File: src/rtl/fp_pkg.sv
// rtl/fp_pkg.sv - shared float format defaults and rounding-mode encodings
package fp_pkg;

    localparam int FP_EXP_W = 3;
    localparam int FP_SIG_W = 4;
    localparam int FP_CNT_W = 8;

    typedef enum logic [1:0] {
        RM_HALF_UP   = 2'b00,
        RM_NEAR_EVEN = 2'b01,
        RM_TO_ZERO   = 2'b10,
        RM_AWAY      = 2'b11
    } round_mode_e;

    // Increment decision on the magnitude; the sign never takes part.
    function automatic logic round_inc(input round_mode_e mode, input logic lsb,
                                       input logic round, input logic sticky);
        logic inc;
        inc = 1'b0;
        case (mode)
            RM_HALF_UP:   inc = round;
            RM_NEAR_EVEN: inc = round & (sticky | lsb);
            RM_TO_ZERO:   inc = 1'b0;
            RM_AWAY:      inc = round | sticky;
            default:      inc = 1'b0;
        endcase
        return inc;
    endfunction

endpackage

File: src/rtl/fp_round_inc.sv
// rtl/fp_round_inc.sv - mode decode and significand increment with carry
module fp_round_inc
    import fp_pkg::*;
#(
    parameter int SIG_W = FP_SIG_W
) (
    input  logic [1:0]       mode,
    input  logic [SIG_W-1:0] sig,
    input  logic             round,
    input  logic             sticky,
    output logic [SIG_W:0]   sum,
    output logic             inexact
);

    logic inc;

    assign inc     = round_inc(round_mode_e'(mode), sig[0], round, sticky);
    // The extra top bit carries the overflow into stage 2 for normalisation.
    assign sum     = {1'b0, sig} + {{SIG_W{1'b0}}, inc};
    assign inexact = round | sticky;

endmodule

File: src/rtl/fp_round_pipe.sv
// rtl/fp_round_pipe.sv - two-stage valid/ready significand rounder with saturation count
module fp_round_pipe
    import fp_pkg::*;
#(
    parameter int EXP_W = FP_EXP_W,
    parameter int SIG_W = FP_SIG_W,
    parameter int CNT_W = FP_CNT_W
) (
    input  logic             clk,
    input  logic             rst,
    input  logic             in_valid,
    output logic             in_ready,
    input  logic             in_sign,
    input  logic [EXP_W-1:0] in_exp,
    input  logic [SIG_W-1:0] in_sig,
    input  logic             in_round,
    input  logic             in_sticky,
    input  logic [1:0]       in_mode,
    output logic             out_valid,
    input  logic             out_ready,
    output logic             out_sign,
    output logic [EXP_W-1:0] out_exp,
    output logic [SIG_W-1:0] out_sig,
    output logic             out_sat,
    output logic             out_inexact,
    input  logic             clr_cnt,
    output logic [CNT_W-1:0] sat_count
);

    logic             ready_en;
    logic             s1_valid;
    logic             s1_sign;
    logic             s1_inexact;
    logic [EXP_W-1:0] s1_exp;
    logic [SIG_W:0]   s1_sum;
    logic             s2_valid;

    logic             s1_en;
    logic             s2_en;
    logic             in_fire;
    logic             out_fire;

    logic [SIG_W:0]   inc_sum;
    logic             inc_inexact;

    logic [EXP_W-1:0] nrm_exp;
    logic [SIG_W-1:0] nrm_sig;
    logic             nrm_sat;

    // ready_en keeps in_ready low during reset and for the first edge after it.
    assign s2_en     = !s2_valid || out_ready;
    assign s1_en     = !s1_valid || s2_en;
    assign in_ready  = ready_en && s1_en;
    assign in_fire   = in_valid && in_ready;
    assign out_valid = s2_valid;
    assign out_fire  = s2_valid && out_ready;

    fp_round_inc #(
        .SIG_W (SIG_W)
    ) u_inc (
        .mode    (in_mode),
        .sig     (in_sig),
        .round   (in_round),
        .sticky  (in_sticky),
        .sum     (inc_sum),
        .inexact (inc_inexact)
    );

    always_ff @(posedge clk or posedge rst) begin
        if (rst) begin
            ready_en <= 1'b0;
        end else begin
            ready_en <= 1'b1;
        end
    end

    always_ff @(posedge clk or posedge rst) begin
        if (rst) begin
            s1_valid   <= 1'b0;
            s1_sign    <= 1'b0;
            s1_inexact <= 1'b0;
            s1_exp     <= '0;
            s1_sum     <= '0;
        end else if (s1_en) begin
            s1_valid <= in_fire;
            if (in_fire) begin
                s1_sign    <= in_sign;
                s1_inexact <= inc_inexact;
                s1_exp     <= in_exp;
                s1_sum     <= inc_sum;
            end
        end
    end

    // A carry renormalises to 1.000..; at the top exponent it clamps to all-ones.
    always_comb begin
        nrm_exp = s1_exp;
        nrm_sig = s1_sum[SIG_W-1:0];
        nrm_sat = 1'b0;
        if (s1_sum[SIG_W]) begin
            if (&s1_exp) begin
                nrm_exp = '1;
                nrm_sig = '1;
                nrm_sat = 1'b1;
            end else begin
                nrm_exp = s1_exp + {{(EXP_W-1){1'b0}}, 1'b1};
                nrm_sig = {1'b1, {(SIG_W-1){1'b0}}};
            end
        end
    end

    always_ff @(posedge clk or posedge rst) begin
        if (rst) begin
            s2_valid    <= 1'b0;
            out_sign    <= 1'b0;
            out_exp     <= '0;
            out_sig     <= '0;
            out_sat     <= 1'b0;
            out_inexact <= 1'b0;
        end else if (s2_en) begin
            s2_valid <= s1_valid;
            if (s1_valid) begin
                out_sign    <= s1_sign;
                out_exp     <= nrm_exp;
                out_sig     <= nrm_sig;
                out_sat     <= nrm_sat;
                out_inexact <= s1_inexact;
            end
        end
    end

    always_ff @(posedge clk or posedge rst) begin
        if (rst) begin
            sat_count <= '0;
        end else if (clr_cnt) begin
            sat_count <= '0;
        end else if (out_fire && out_sat && !(&sat_count)) begin
            sat_count <= sat_count + {{(CNT_W-1){1'b0}}, 1'b1};
        end
    end

endmodule

File: config.mk
export PLATFORM = sky130hd
export DESIGN_NAME = fp_round_pipe
export DESIGN_NICKNAME = d
export VERILOG_FILES = /design/src/rtl/fp_pkg.sv /design/src/rtl/fp_round_inc.sv /design/src/rtl/fp_round_pipe.sv
export SDC_FILE = /design/constraint.sdc
export NUM_CORES = 1
export LEC_CHECK = 0
export BUFFER_PORTS_ARGS = -buffer_cell sky130_fd_sc_hd__buf_2
export CAP_MARGIN = 5
export CORE_AREA = 2 2 49 63
export DETAILED_ROUTE_END_ITERATION = 10
export DIE_AREA = 0 0 51 65
export PLACE_DENSITY = 0.8
export SLEW_MARGIN = 20
export SYNTH_ARGS = -nofsm -noshare
export SYNTH_HDL_FRONTEND = slang
export SYNTH_SLANG_ARGS = --single-unit
File: constraint.sdc
create_clock -name clk -period 2.1 [get_ports clk]
set_input_delay 0.21 -clock clk [delete_from_list [all_inputs] [get_ports clk]]
set_output_delay 0.21 -clock clk [all_outputs]
set_load 0.02 [all_outputs]
==> flow_metrics.py <==
metrics = {
    "timing": {
        "hold_viol_final": 0,
        "drv_slew": 0,
        "min_period_ns": 1.44,
        "fin_worst_skew_ns": 0.00347,
        "fmax_mhz": 694,
        "finalSetupViolations": 0,
        "rsz0062_at_grt": "false",
        "tns_ns": 0,
        "finalCritPeriodShare_pct": 68.7,
    },
    "worst_setup_path": {
        "required_ns": 1.89,
        "path_cells": "nand3b_1, and2_1, buf_2",
        "cp_max_fo": 4,
        "cpPeakStageDelay_ns": 0.40,
        "reg2reg_depth": 5,
        "critical_path_class": "reg2out",
        "start_kind": "flop",
        "path_depth": 3,
        "cp_top_family": "flip-flops",
        "cp.arrival_ns": 1.23,
        "path_buf_inv": 1,
        "end_kind": "output port",
        "cpMaxStageDelayCell": "dfrtp_1",
    },
    "run_status": {
        "status": "finished clean",
    },
    "logic_synthesis": {
        "synth_area_sq_um": 1450,
        "netlist_top_cells_area": "dfrtp_1 53%, mux2_2 6.2%, nand2_1 4.4%, ha_1 3.5%, a21oi_1 3.1%",
        "synth.most_common_cell": "dfrtp_1",
        "syn_inst": 136,
        "synth_seq_area_share_pct": 53.5,
        "synth.avg_cell_area_sq_um": 10.7,
        "ys_ff_latch": 31,
        "synthesis.nets": 157,
        "synth-edff-count": 0,
        "synthArstFlopShare_pct": 100,
        "synth_flop_cell": "dfrtp_1",
        "synth_common_cells": "31 x dfrtp_1, 17 x nand2_1, 12 x nor2_1",
        "yosysTopAreaCell": "dfrtp_1",
        "yosysUniqueCellTypes": 33,
        "ys_warn_count": 0,
        "synth.top_cell.area_share_pct": 53.5,
    },
    "detailed_routing": {
        "antenna_left": 0,
        "avgViaCountPerCell": 5.25,
        "wirelength_mm": 2.58,
        "first_pass_iters": 5,
        "wl_per_cell_um": 12.1,
        "via_count": 1124,
        "drc_errors": 0,
        "first_iter_violations": 18,
    },
    "flow_run": {
        "max_cap_viol_count": 0,
    },
    "cts": {
        "clock_path_buffers": 2,
        "htreeDepth": 2,
        "clk_root_buffer_cell": "clkbuf_4",
        "path_clk_slew_ns": 0.09,
        "cts_setup_buffers": 0,
        "cts_tree": "yes",
        "numCtsBuffers": 5,
        "insertion_delay_ns": 0.32,
        "cts_sinks": 31,
    },
    "die": {
        "chipWidth_um": 51,
        "dieHeight_um": 65,
        "dieArea_sq_um": 3320,
        "ioPinCount": 37,
        "std_cell_rows": 22,
        "start_util_pct": 52.2,
        "design.core.area_sq_um": 2780,
    },
    "finish": {
        "fin_util_pct": 62.4,
        "drive_above_1_share_pct": 32.6,
        "synthToLayoutAreaGrowth_pct": 19.6,
        "final_nets": 198,
        "antenna_cells": 0,
    },
    "global_route": {
        "grt_pass1_vias": 1060,
        "use_met1_pct": 21.5,
        "grt_pass1_wl_mm": 4.53,
        "grtUsageTotal_pct": 18.7,
        "use_met2_pct": 31.3,
        "grt_overflow": 0,
        "antenna_found_initial": 0,
        "gr-max-usage-layer": "met2",
        "grt_max_degree": 32,
        "grt_use_met3_pct": 6.68,
    },
    "min_path": {
        "hold_class": "in2reg",
        "hold_depth": 2,
    },
    "power_and_ir_drop": {
        "power_density_nw_per_um2": 822,
        "p_leak_nw": 0.874,
        "totalPowerFinal_mw": 1.42,
        "vdd_drop_max_v": 0.000538,
    },
    "placement": {
        "place_hpwl_mm": 1.99,
        "port_buffers": 36,
        "place.gp.congestion": 0.725,
    },
}
layout make-up:
cell class                      instances  area (sq um)
Clock buffer                            8          68.8
Inverter                                5          18.8
Multi-Input combinational cell         96           628
Tap cell                               36          45.0
Fill cell                             226          1050
Sequential cell                        31           776
Timing Repair Buffer                   38           198
routing by layer:
layer	part of all wire [%]	vias to the layer above	wire (um)
met5	0	-	0
met4	1.7	0	43
met3	5.8	6	149
met2	50	28	1290
met1	42	529	1100
li1	-	561	-
cells by family (layout without fill, tap and decap cells):
logic type	Yosys count	in the layout	share of synthesized area, %
adder cells (fa/ha/maj)	4	4	3.45
AO/OA/AOI/OAI	28	28	10.7
flip-flops	31	31	53.5
multiplexers	11	11	8.63
XOR/XNOR	4	4	2.42
buffers and inverters	9	51	3.19
other	1	1	0.259
AND/OR/NAND/NOR	48	48	17.9
worst paths after layout:
path                                           from                  endpoint  slack, ns
max                           out_valid$_DFFE_PP0P_                  in_ready       0.66
max reg2reg                sat_count[0]$_DFFE_PP0P_  sat_count[2]$_DFFE_PP0P_       0.66
min in group asynchronous                       rst  sat_count[1]$_DFFE_PP0P_       0.51
min                                       in_exp[0]     s1_exp[0]$_DFFE_PP0P_       0.12
max in group asynchronous                       rst    out_exp[2]$_DFFE_PP0P_       1.32
min reg2reg                  out_sig[3]$_DFFE_PP0P_    out_sig[3]$_DFFE_PP0P_       0.49
what timing repair did:
| item | CTS | global route |
|---|---|---|
| hold buffers | 1 | 0 |
| hold endpoints to repair | 31 | 0 |
| resized for setup | 0 | 0 |
layout by cell type, fill, tap and decap left out, types with 2 or more instances in the layout:
cell type,instances
nand4_1,2
o21ai_0,6
dfrtp_1,31
nand3_1,4
a211oi_1,3
ha_1,4
mux2_2,8
nand2b_1,2
and3_1,2
o21ai_1,7
nand2_1,17
clkbuf_4,5
mux2i_1,2
nor3_2,2
and4b_1,2
a21oi_1,9
clkbuf_8,2
inv_1,5
nor2_1,12
xor2_1,3
buf_2,36
flip-flops by register name, summed over array words and instances, names as in the netlist:
| register | cells |
|---|---|
| out_sig | 4 |
| s1_exp | 3 |
| out_exp | 3 |
| out_sign | 1 |
| out_valid | 1 |
| sat_count | 8 |
| out_inexact | 1 |
| s1_valid | 1 |
| out_sat | 1 |
| s1_sign | 1 |
| ready_en | 1 |
| s1_inexact | 1 |
| s1_sum | 5 |
worst reg2reg max path, delay by kind of cell (launching register included):
family | cells | cell delay [ns]
AND/OR/NAND/NOR | 4 | 0.69
adder cells (fa/ha/maj) | 1 | 0.27
flip-flops | 1 | 0.42
per-stage QoR:
step,hold slack [ns],area [sq um],setup slack (ns),std cells
detailed placement,0.303,1660,0.522,205
global placement,0.293,1660,0.646,205
floorplan,0.314,1450,0.690,136
global route,0.101,1730,0.515,214
CTS,0.105,1730,0.638,214
finish,0.115,1730,0.658,214
power breakdown:
part / internal (mW) / switching (mW)
logic: 0.125 / 0.178
registers: 0.686 / 0.0515
clock network: 0.197 / 0.187
total: 1.01 / 0.417
(Power assumes the default switching activity.)
